### config.mk
export PLATFORM = sky130hd
export DESIGN_NAME = add8_err_meter
export DESIGN_NICKNAME = d
export VERILOG_FILES = /design/src/rtl/add8_err_pkg.sv /design/src/rtl/add8_err_delay.sv /design/src/rtl/add8_err_meter.sv
export SDC_FILE = /design/constraint.sdc
export NUM_CORES = 1
export LEC_CHECK = 0
export BUFFER_PORTS_ARGS = -buffer_cell sky130_fd_sc_hd__buf_2
export CORE_MARGIN = 2
export CORE_UTILIZATION = 40
export DETAILED_ROUTE_END_ITERATION = 7
export PLACE_DENSITY = 0.7
export SLEW_MARGIN = 5
export SYNTH_ARGS = -nofsm -noshare
export SYNTH_HDL_FRONTEND = slang
export SYNTH_SLANG_ARGS = --single-unit
export TNS_END_PERCENT = 50
### constraint.sdc
create_clock -name clk -period 10.1 [get_ports clk]
set_input_delay 1.515 -clock clk [delete_from_list [all_inputs] [get_ports clk]]
set_output_delay 1.515 -clock clk [all_outputs]
set_load 0.005 [all_outputs]
### src/rtl/add8_err_pkg.sv
// Shared types and constants for the 8-bit adder error meter.
//   state_t   : sweep controller states
//   SUM_W     : width of an 8-bit + 8-bit sum
//   SAE_W     : sum-of-absolute-errors width (65536 * 511 fits)
//   WCE_W     : worst-case error width
//   ECNT_W    : error-count width (up to 65536)
//   LAT_MAX   : largest supported adder latency
//   abs_diff  : |x - y| for two sums
package add8_err_pkg;

  localparam int unsigned SUM_W   = 9;
  localparam int unsigned SAE_W   = 25;
  localparam int unsigned WCE_W   = 9;
  localparam int unsigned ECNT_W  = 17;
  localparam int unsigned LAT_MAX = 3;

  typedef enum logic [1:0] {
    IDLE,
    SWEEP,
    DRAIN
  } state_t;

  function automatic logic [SUM_W-1:0] abs_diff(input logic [SUM_W-1:0] x,
                                                input logic [SUM_W-1:0] y);
    return (x >= y) ? x - y : y - x;
  endfunction

endpackage

### src/rtl/add8_err_delay.sv
// Delay line carrying the exact reference sum and its valid flag so that they
// line up with the result of an adder with LAT pipeline stages.
//   clk, rst_n : clock, asynchronous active-low reset
//   flush      : drop every in-flight valid bit on this edge
//   sum_in     : exact sum of the operands currently driven to the adder
//   valid_in   : sum_in belongs to an issued vector
//   sum_out    : sum_in delayed LAT cycles
//   valid_out  : valid_in delayed LAT cycles
// LAT = 0 is a pure pass-through.
module add8_err_delay
  import add8_err_pkg::*;
#(
  parameter int unsigned LAT = 0
) (
  input  logic             clk,
  input  logic             rst_n,
  input  logic             flush,
  input  logic [SUM_W-1:0] sum_in,
  input  logic             valid_in,
  output logic [SUM_W-1:0] sum_out,
  output logic             valid_out
);

  generate
    if (LAT == 0) begin : g_pass
      logic unused_ok;
      assign unused_ok = ^{clk, rst_n, flush};
      assign sum_out   = sum_in;
      assign valid_out = valid_in;
    end else begin : g_pipe
      logic [SUM_W-1:0] sum_q [LAT];
      logic [LAT-1:0]   valid_q;

      always_ff @(posedge clk or negedge rst_n) begin
        if (!rst_n) begin
          valid_q <= '0;
          for (int unsigned i = 0; i < LAT; i++) sum_q[i] <= '0;
        end else begin
          valid_q[0] <= valid_in & ~flush;
          sum_q[0]   <= sum_in;
          for (int unsigned i = 1; i < LAT; i++) begin
            valid_q[i] <= valid_q[i-1] & ~flush;
            sum_q[i]   <= sum_q[i-1];
          end
        end
      end

      assign sum_out   = sum_q[LAT-1];
      assign valid_out = valid_q[LAT-1];
    end
  endgenerate

endmodule

### src/rtl/add8_err_meter.sv
// Exhaustive error meter for an external 8-bit adder. On start it drives all
// 65536 operand pairs (one per cycle), compares each returned sum with the
// exact sum and accumulates error statistics.
//   clk, rst_n   : clock, asynchronous active-low reset
//   start        : begin a sweep (ignored while busy; wins over abort in IDLE)
//   abort        : end a running sweep, statistics frozen, done stays low
//   dut_a, dut_b : registered operands to the adder under test
//   dut_o        : sum from the adder under test, LAT cycles after dut_a/b
//   busy         : sweep in progress
//   done         : statistics valid, held until next start or reset
//   sae          : sum of absolute errors
//   wce          : worst-case absolute error
//   ecnt         : number of vectors with a nonzero error
module add8_err_meter
  import add8_err_pkg::*;
#(
  parameter int unsigned LAT = 0
) (
  input  logic              clk,
  input  logic              rst_n,
  input  logic              start,
  input  logic              abort,
  output logic [7:0]        dut_a,
  output logic [7:0]        dut_b,
  input  logic [SUM_W-1:0]  dut_o,
  output logic              busy,
  output logic              done,
  output logic [SAE_W-1:0]  sae,
  output logic [WCE_W-1:0]  wce,
  output logic [ECNT_W-1:0] ecnt
);

  localparam int unsigned LAT_EFF    = (LAT > LAT_MAX) ? LAT_MAX : LAT;
  localparam logic [1:0]  DRAIN_LAST = 2'(LAT_EFF);

  state_t           state, state_next;
  logic [15:0]      cnt;
  logic [1:0]       drain_cnt;
  logic             issue_valid;
  logic [SUM_W-1:0] exact_in;
  logic [SUM_W-1:0] exact_d;
  logic             cmp_valid;
  logic [WCE_W-1:0] err;
  logic             launch;
  logic             kill;

  assign launch = (state == IDLE) && start;
  assign kill   = (state != IDLE) && abort;
  assign busy   = (state != IDLE);

  always_comb begin
    state_next = state;
    unique case (state)
      IDLE:  if (start) state_next = SWEEP;
      SWEEP: begin
        if (abort)                   state_next = IDLE;
        else if (cnt == 16'hFFFF)    state_next = DRAIN;
      end
      DRAIN: begin
        if (abort)                        state_next = IDLE;
        else if (drain_cnt == DRAIN_LAST) state_next = IDLE;
      end
      default: state_next = IDLE;
    endcase
  end

  always_ff @(posedge clk or negedge rst_n) begin
    if (!rst_n) state <= IDLE;
    else        state <= state_next;
  end

  assign exact_in = {1'b0, dut_a} + {1'b0, dut_b};

  add8_err_delay #(.LAT(LAT_EFF)) u_delay (
    .clk       (clk),
    .rst_n     (rst_n),
    .flush     (kill),
    .sum_in    (exact_in),
    .valid_in  (issue_valid),
    .sum_out   (exact_d),
    .valid_out (cmp_valid)
  );

  assign err = abs_diff(dut_o, exact_d);

  always_ff @(posedge clk or negedge rst_n) begin
    if (!rst_n) begin
      cnt         <= '0;
      dut_a       <= '0;
      dut_b       <= '0;
      issue_valid <= 1'b0;
      drain_cnt   <= '0;
      done        <= 1'b0;
      sae         <= '0;
      wce         <= '0;
      ecnt        <= '0;
    end else begin
      // Operands only advance on non-aborting SWEEP cycles, so they hold
      // their last issued value everywhere else.
      issue_valid <= (state == SWEEP) && !abort;
      drain_cnt   <= (state == DRAIN) ? drain_cnt + 2'd1 : '0;

      if ((state == SWEEP) && !abort) begin
        dut_a <= cnt[7:0];
        dut_b <= cnt[15:8];
        cnt   <= cnt + 16'd1;
      end

      if ((state == DRAIN) && !abort && (drain_cnt == DRAIN_LAST))
        done <= 1'b1;

      if (launch) begin
        cnt  <= '0;
        done <= 1'b0;
        sae  <= '0;
        wce  <= '0;
        ecnt <= '0;
      end else if (cmp_valid && !kill) begin
        // The compare landing on the abort edge is dropped too, so the
        // statistics freeze exactly at the abort request.
        sae  <= sae + SAE_W'(err);
        ecnt <= ecnt + ECNT_W'(err != '0);
        if (err > wce) wce <= err;
      end
    end
  end

endmodule

==> summary.md, run 1 <==
| Metric | Value |
|---|---|
| Outcome | finished, final reports clean |
| Synthesis warning total | 0 |
| Routed wire length on met2 | 6.173 mm |
| Insertion delay to the later sink of the worst-skew pair | 0.34 ns |
| Leakage | 3.395 nW |
| Overall track demand over capacity in global routing | 0.1776 |
| Hold buffer count at CTS | 0 |
| CTS clock-pin slew for the worst setup and hold paths | 0.06 ns |
| Die area | 15580 µm² |
| Number of placed I/O pins | 82 |
| Number of unique standard cell types used by synthesis | 56 |
| Top cells by instance count after synthesis | dfrtp_1 (89), nor2_1 (66), ha_1 (50) |
| Startpoint type of the worst setup path | register |
| Final Hold Violating Endpoints | 0 |
| Sink count of the clock tree | 89 |
| CTS buffer count | 9 |
| Worst setup slack after placement | 4.373 ns |
| Final sum of negative setup slack | 0 ns |
| Post-synth ARST share | 1.000 |
| Count of H-tree levels built during CTS | 3 |
| Overall die width | 124.8 µm |
| CP Max Fanout | 14 |
| IR Drop Worst-Case VDD | 0.06559 mV |
| Layout overhead on the synthesized area | 15.02% |
| Routability congestion estimate from global placement | 0.9110 |
| First-pass detailed-route iteration total | 4 |
| Vertical die dimension | 124.8 µm |
| Maximum buffer depth of the clock tree | 2 |
| Setup clock skew after layout | 0.009064 ns |
| Count of non-filler cells in the finished layout | 896 |
| Cells resized by post-CTS repair | 0 |
| Unrepaired setup endpoints after global routing | false |
| Worst slew pin tran | 0.9623 ns |
| Length of routed met3 wiring | 422 µm |
| Dpl hpwl | 10.05 mm |
| Required arrival time at the worst endpoint | 10.30 ns |
| Initial core utilization | 0.4063 |
| Number of nets in the finished design | 774 |
| Dominant register cell in the synthesized netlist | dfrtp_1 |
| Crit share post-route | 0.5717 |
| Routed Antenna Nets | 0 |
| Floorplan row count | 44 |
| Area fraction of the dominant cell type after synthesis | 0.3815 |
| Category of the most critical setup path | reg2reg |
| Signal arrival time at the worst endpoint | 5.98 ns |
| Number of post-CTS setup repair buffers | 0 |
| Port bufs | 81 |
| Filler instances | 1406 |
| Worst Hold Class | reg2reg |
| First-pass GRT wire length | 22.73 mm |
| Count of maximum capacitance violations | 0 |
| Final period demand of the worst path | 5.774 ns |
| Core box area | 14370 µm² |
| Achievable frequency | 0.1732 GHz |
| Share of final-layout standard cells stronger than drive strength 1 | 0.1882 |
| Net Count, Synth | 703 |
| Synthesized cell area | 5838 µm² |
| Number of diodes added for antenna fixing | 0 |
| Uppermost layer routed | met4 |
| Final wirelength | 13.47 mm |
| Placed insts | 880 |
| Library cell with the highest instance count after synthesis | dfrtp_1 |
| Sequential element share of the synthesized area | 0.3815 |
| Vias/cell | 5.291 |
| Root buf cell | clkbuf_16 |
| DR vias | 4741 |
| Setup slack after layout | 4.326 ns |
| Avg WL per Cell | 15.03 µm |
| Largest net degree at the start of global routing | 69 |
| Initial antenna violation count | 0 |
| Worst max-slew margin expressed relative to the limit | 0.3542 |
| Detailed router's first-iteration violation count | 267 |
| Area leader, netlist | dfrtp_1 |
| Cell count after synthesis | 636 |
| Total of endpoints with negative setup slack in the final report | 0 |
| Flip-flop and latch count after synthesis | 89 |
| Number of enable-type register cells in the synthesized netlist | 0 |
| Post-Syn Area per Cell | 9.179 µm² |
| Largest cells by area after synthesis | dfrtp_1 (38%), ha_1 (11%), xor2_1 (4.5%), nor2_1 (4.2%), a21oi_1 (3.9%) |
| Remaining design rule violation count | 0 |
| Endpoint kind of the worst setup timing path | register |
| Pins over their slew limit | 0 |
| Routed metal-1 wire length | 6.461 mm |
| Total power density per cell area | 176.6 nW/µm² |
| Via count of the first global-routing pass | 4577 |
| CTS tree | yes |
| Congestion Overflow GR | 0 |
[path summary, 6_finish.rpt]
path,from,endpoint,slack (ns),depth (start not counted)
max in group asynchronous,rst_n,drain_cnt[1],7.87,2
setup / recovery,dut_a[0],wce[0],4.33,23
hold / removal,drain_cnt[0],drain_cnt[0],0.42,1
hold reg to reg,drain_cnt[0],drain_cnt[0],0.42,1
setup reg to reg,dut_a[0],wce[0],4.33,23
min in group asynchronous,rst_n,wce[3],1.06,1
[logic make-up after synthesis]
family,after synthesis,share of synthesized area
compound gates,135,0.1517
buf+inv,66,0.04522
fa+ha+maj,54,0.1209
simple gates,227,0.1959
flops,89,0.3815
xor+xnor,46,0.06901
mux,19,0.03579
[power breakdown]
group	switching, mW	internal, mW
clock network	0.140	0.206
registers	0.0357	0.395
logic	0.233	0.177
[metrics by stage]
| step | util | instance area [µm²] | power (mW) | hold slack (ns) |
|---|---|---|---|---|
| CTS | 0.4673 | 6715 | 1.197 | 0.4257 |
| global route | 0.4673 | 6715 | 1.277 | 0.4504 |
| detailed placement | 0.4454 | 6400 | 0.8463 | 0.4174 |
| floorplan | - | 5838 | 0.7219 | 0.4032 |
| global placement | 0.4454 | 6400 | 0.8412 | 0.4131 |
| finish | 0.4673 | 6715 | 1.186 | 0.4243 |
[worst max-delay path, stage by stage (launching register included)]
cell and delay [ns]:
dfrtp_1 0.38, ha_1 0.18, inv_1 0.06, fa_1 0.39
inv_1 0.07, a21oi_1 0.06, o21bai_1 0.21, a21o_1 0.16
a21o_1 0.14, xor2_1 0.21, ha_1 0.36, and4_4 0.22
or2_1 0.24, o22a_1 0.31, nand2_2 0.16, mux2_2 0.41
ha_1 0.30, nor2b_1 0.13, o21ai_1 0.11, a21oi_1 0.08
o41a_1 0.38, o21ai_1 0.76, mux2i_1 0.26, nor2_1 0.05
[state kept, by name, summed over array words and instances, names as in the netlist]
register     count
ecnt            17
drain_cnt        2
state            2
dut_b            8
sae             25
done             1
dut_a            8
cnt             16
issue_valid      1
wce              9
[layout by cell type (no fill, tap or decap), types with 5 or more instances in the layout]
cell       netlist  routed
or2_2            5       5
dfrtp_1         89      89
mux2_2          15      15
a21oi_1         45      45
ha_1            50      50
nand2_1         46      46
nand3_1         16      16
a211oi_2         5       5
a211oi_1        13      13
buf_2            7      80
xnor2_1         16      16
or2_1            6       6
xor2_1          30      30
o21ai_0         19      19
nand2b_1         7       7
a21o_1          13      13
and3_1          17      17
nor3_1          15      15
o21a_1           6       6
or3_1           11      11
o21ai_1          7       7
nor2_1          66      65
o211ai_1         5       5
inv_1           42      42
nand4_1         14      14
clkbuf_16        0       9
[layer usage]
layer | track usage | vias to the layer above
li1 | - | 2374
met1 | 0.2442 | 2252
met2 | 0.2745 | 84
met3 | 0.03479 | 31
met4 | 0.07451 | 0
met5 | 0 | -
[cell type report]
type / instances / area [µm²] / area share
clock buffers: 11 / 252.7 / 0.03764
clock inverters: 5 / 62.56 / 0.009316
inverters: 42 / 157.7 / 0.02348
multi-input cells: 481 / 3354 / 0.4995
flip-flops and latches: 89 / 2227 / 0.3317
well taps: 184 / 230.2 / 0.03428
repair buffers: 84 / 430.4 / 0.06410
Note: power is estimated with default switching activity, not from simulation.
==> inputs of run 2 (changes only) <==
==> constraint.sdc (replaced) <==
create_clock -name clk -period 5.5 [get_ports clk]
set_input_delay 0.825 -clock clk [delete_from_list [all_inputs] [get_ports clk]]
set_output_delay 0.825 -clock clk [all_outputs]
set_load 0.005 [all_outputs]
==> run 2 against run 1 <==
Net effect:
- global-route usage rose by 0.24 points
- flip-flop and latch count stayed put
- fmax rose by 11%
- clock skew rose by 0.0013 ns
- first-iteration DRC count up 14%
- largest cell class unchanged
==> summary.md, run 2 (synthesized netlist as in run 1, its figures left out) <==
| Metric | Value |
|---|---|
| Register with the highest flop count | sae (unchanged) |
| Die area | 15580 µm² (unchanged) |
| Sequential cell area in the final layout | 2227 µm² (unchanged) |
| Hold buffer count at CTS | 0 (unchanged) |
| Layout overhead on the synthesized area | 18.05% (was 15.02%) |
| Congestion Overflow GR | 0 (unchanged) |
| Outcome | finished, final reports clean (unchanged) |
| First-pass GRT wire length | 22.98 mm (was 22.73 mm) |
| Remaining design rule violation count | 0 (unchanged) |
| Overall die width | 124.8 µm (unchanged) |
| Worst slew pin tran | 0.7240 ns (was 0.9623 ns) |
| CTS tree | yes (unchanged) |
| Worst Hold Class | reg2reg (unchanged) |
| Routed Antenna Nets | 0 (unchanged) |
| Core box area | 14370 µm² (unchanged) |
| Routability congestion estimate from global placement | 0.8936 (was 0.9110) |
| Share of final-layout standard cells stronger than drive strength 1 | 0.2187 (was 0.1882) |
| Vertical die dimension | 124.8 µm (unchanged) |
| Most common cell after layout, fill and taps aside | dfrtp_1 (unchanged) |
| Initial core utilization | 0.4063 (unchanged) |
| Placed insts | 888 (was 880) |
| Achievable frequency | 0.1927 GHz (was 0.1732 GHz) |
| Largest stage delay on the critical path | 0.43 ns (was 0.76 ns) |
| Placed standard-cell area | 6460 µm² (was 6400 µm²) |
| Sink count of the clock tree | 89 (unchanged) |
| Number of nets in the finished design | 790 (was 774) |
| Floorplan row count | 44 (unchanged) |
| Layout Utilization | 0.4796 (was 0.4673) |
| Insertion delay to the later sink of the worst-skew pair | 0.35 ns (was 0.34 ns) |
| Category of the most critical setup path | reg2reg (unchanged) |
| CTS buffer count | 9 (unchanged) |
| Slowest stage cell, crit path | a2111o_1 (was o21ai_1) |
| CP bufs+invs | 2 (unchanged) |
| Vias/cell | 5.316 (was 5.291) |
| Unrepaired setup endpoints after global routing | true (was false) |
| CTS clock-pin slew for the worst setup and hold paths | 0.06 ns (about the same) |
| Detailed router's first-iteration violation count | 305 (was 267) |
| Multi-input gate area in the final layout | 3447 µm² (was 3354 µm²) |
| Count of non-filler cells in the finished layout | 911 (was 896) |
| Registers with the highest flip-flop counts | sae (25), ecnt (17), cnt (16) (unchanged) |
| Final Hold Violating Endpoints | 0 (unchanged) |
| Root buf cell | clkbuf_16 (unchanged) |
| Initial antenna violation count | 0 (unchanged) |
| Maximum buffer depth of the clock tree | 2 (unchanged) |
| Final std cell area, no fill | 6892 µm² (was 6715 µm²) |
| Crit share post-route | 0.9435 (was 0.5717) |
| Highest-count cells in the layout ignoring fill and taps | dfrtp_1 (89), buf_2 (80), nor2_1 (64) (was dfrtp_1 (89), buf_2 (80), nor2_1 (65)) |
| Largest net degree at the start of global routing | 67 (was 69) |
| Port bufs | 81 (unchanged) |
| Critical path's top delay family | compound AO/OA/AOI/OAI gates (unchanged) |
| Endpoint kind of the worst setup timing path | register (unchanged) |
| Number of flip-flops under the largest register name | 25 (unchanged) |
| Total power density per cell area | 318.5 nW/µm² (was 176.6 nW/µm²) |
| Pins over their slew limit | 0 (unchanged) |
| IR Drop Worst-Case VDD | 0.1378 mV (was 0.06559 mV) |
| Signal arrival time at the worst endpoint | 5.39 ns (was 5.98 ns) |
| DR vias | 4843 (was 4741) |
| Overall power | 2.195 mW (was 1.186 mW) |
| Count of maximum capacitance violations | 0 (unchanged) |
| Worst setup slack after placement | 0.1359 ns (was 4.373 ns) |
| CP Max Fanout | 7 (was 14) |
| Overall track demand over capacity in global routing | 0.1799 (was 0.1776) |
| Required arrival time at the worst endpoint | 5.70 ns (was 10.30 ns) |
| Total of endpoints with negative setup slack in the final report | 0 (unchanged) |
| Via count of the first global-routing pass | 4630 (was 4577) |
| First-pass detailed-route iteration total | 5 (was 4) |
| Count of H-tree levels built during CTS | 3 (unchanged) |
| Leakage | 3.471 nW (was 3.395 nW) |
| Cell repeated most along the worst path | a21o_1 (was ha_1) |
| Final period demand of the worst path | 5.189 ns (was 5.774 ns) |
| Filler instances | 1385 (was 1406) |
| Final wirelength | 13.65 mm (was 13.47 mm) |
| Number of placed I/O pins | 82 (unchanged) |
| Crit path cell chain | ha_2, inv_1, fa_1, inv_1, a21oi_1, o21bai_2, a21o_1, a21o_1, a21o_1, a21oi_1, ha_1, or2_2, or2_1, o22a_1, nand2_2, mux2_4, fa_2, a21o_1, a21o_1, a2111o_1, and3_4, o211ai_1, xor2_1, nor2_1 (was ha_1, inv_1, fa_1, inv_1, a21oi_1, o21bai_1, a21o_1, a21o_1, xor2_1, ha_1, and4_4, or2_1, o22a_1, nand2_2, mux2_2, ha_1, nor2b_1, o21ai_1, a21oi_1, o41a_1, o21ai_1, mux2i_1, nor2_1) |
| Number of diodes added for antenna fixing | 0 (unchanged) |
| Setup slack after layout | 0.3107 ns (was 4.326 ns) |
| Avg WL per Cell | 14.98 µm (was 15.03 µm) |
| Startpoint type of the worst setup path | register (unchanged) |
| Setup clock skew after layout | 0.01033 ns (was 0.009064 ns) |
| Dpl hpwl | 10.26 mm (was 10.05 mm) |
| Worst max-slew margin expressed relative to the limit | 0.5174 (was 0.3542) |
run 2: changes by cell type in the layout (fill, tap and decap cells not counted), moves of 2 or more:
| cell | previous run | this run |
|---|---|---|
| ha_1 | 50 | 47 |
| buf_4 | 4 | 20 |
| clkbuf_8 | 2 | 0 |
| ha_4 | 0 | 2 |
| clkbuf_1 | 0 | 3 |
run 2: report_power, final:
part	total, mW	switching (mW)	internal [mW]	leakage [nW]
combinational	0.810	0.445	0.366	2.12
clock	0.594	0.245	0.349	0.133
sequential	0.791	0.0664	0.725	1.22
run 2: worst paths after layout:
kind                            slack, ns  depth (start not counted)    startpoint      endpoint
worst max-delay path                 0.31                         24      dut_b[0]       sae[14]
worst min-delay path                 0.43                          1  drain_cnt[0]  drain_cnt[0]
worst max register to register       0.31                         24      dut_b[0]       sae[14]
worst min register to register       0.43                          1  drain_cnt[0]  drain_cnt[0]
max in group asynchronous            4.00                          2         rst_n       cnt[15]
min in group asynchronous            0.44                          1         rst_n       sae[21]
run 2: cell type report:
class,count,share of cell area
clock inverters,3,0.006173
well taps,184,0.03341
inverters,42,0.02288
flip-flops and latches,89,0.3232
multi-input cells,481,0.5002
repair buffers,100,0.07988
clock buffers,12,0.03431
run 2: per-layer routing:
layer | share of wire | global-route usage
met2 | 0.46 | 0.2835
met3 | 0.043 | 0.03737
met1 | 0.47 | 0.2476
met5 | 0 | 0
met4 | 0.021 | 0.06078
run 2: stage by stage:
| step | hold slack, ns | setup TNS, ns |
|---|---|---|
| floorplan | 0.4032 | 0 |
| CTS | 0.4327 | 0 |
| global route | 0.4675 | -0.08263 |
| finish | 0.4285 | 0 |
| detailed placement | 0.4257 | 0 |
| global placement | 0.4136 | 0 |
run 2: what timing repair did:
action | CTS | global route
buffers inserted | 0 | 8
hold endpoints to repair | 0 | 0
setup endpoints to repair | 0 | 26
resized for setup | 0 | 18
run 2: worst register-to-register path, stage by stage, from the launching register on:
cell and delay (ns):
dfrtp_1 0.37, ha_2 0.19, inv_1 0.05, fa_1 0.39
inv_1 0.07, a21oi_1 0.07, o21bai_2 0.16, a21o_1 0.13
a21o_1 0.14, a21o_1 0.12, a21oi_1 0.06, ha_1 0.23
or2_2 0.31, or2_1 0.26, o22a_1 0.23, nand2_2 0.12
mux2_4 0.34, fa_2 0.38, a21o_1 0.18, a21o_1 0.20
a2111o_1 0.43, and3_4 0.19, o211ai_1 0.20, xor2_1 0.19
nor2_1 0.05
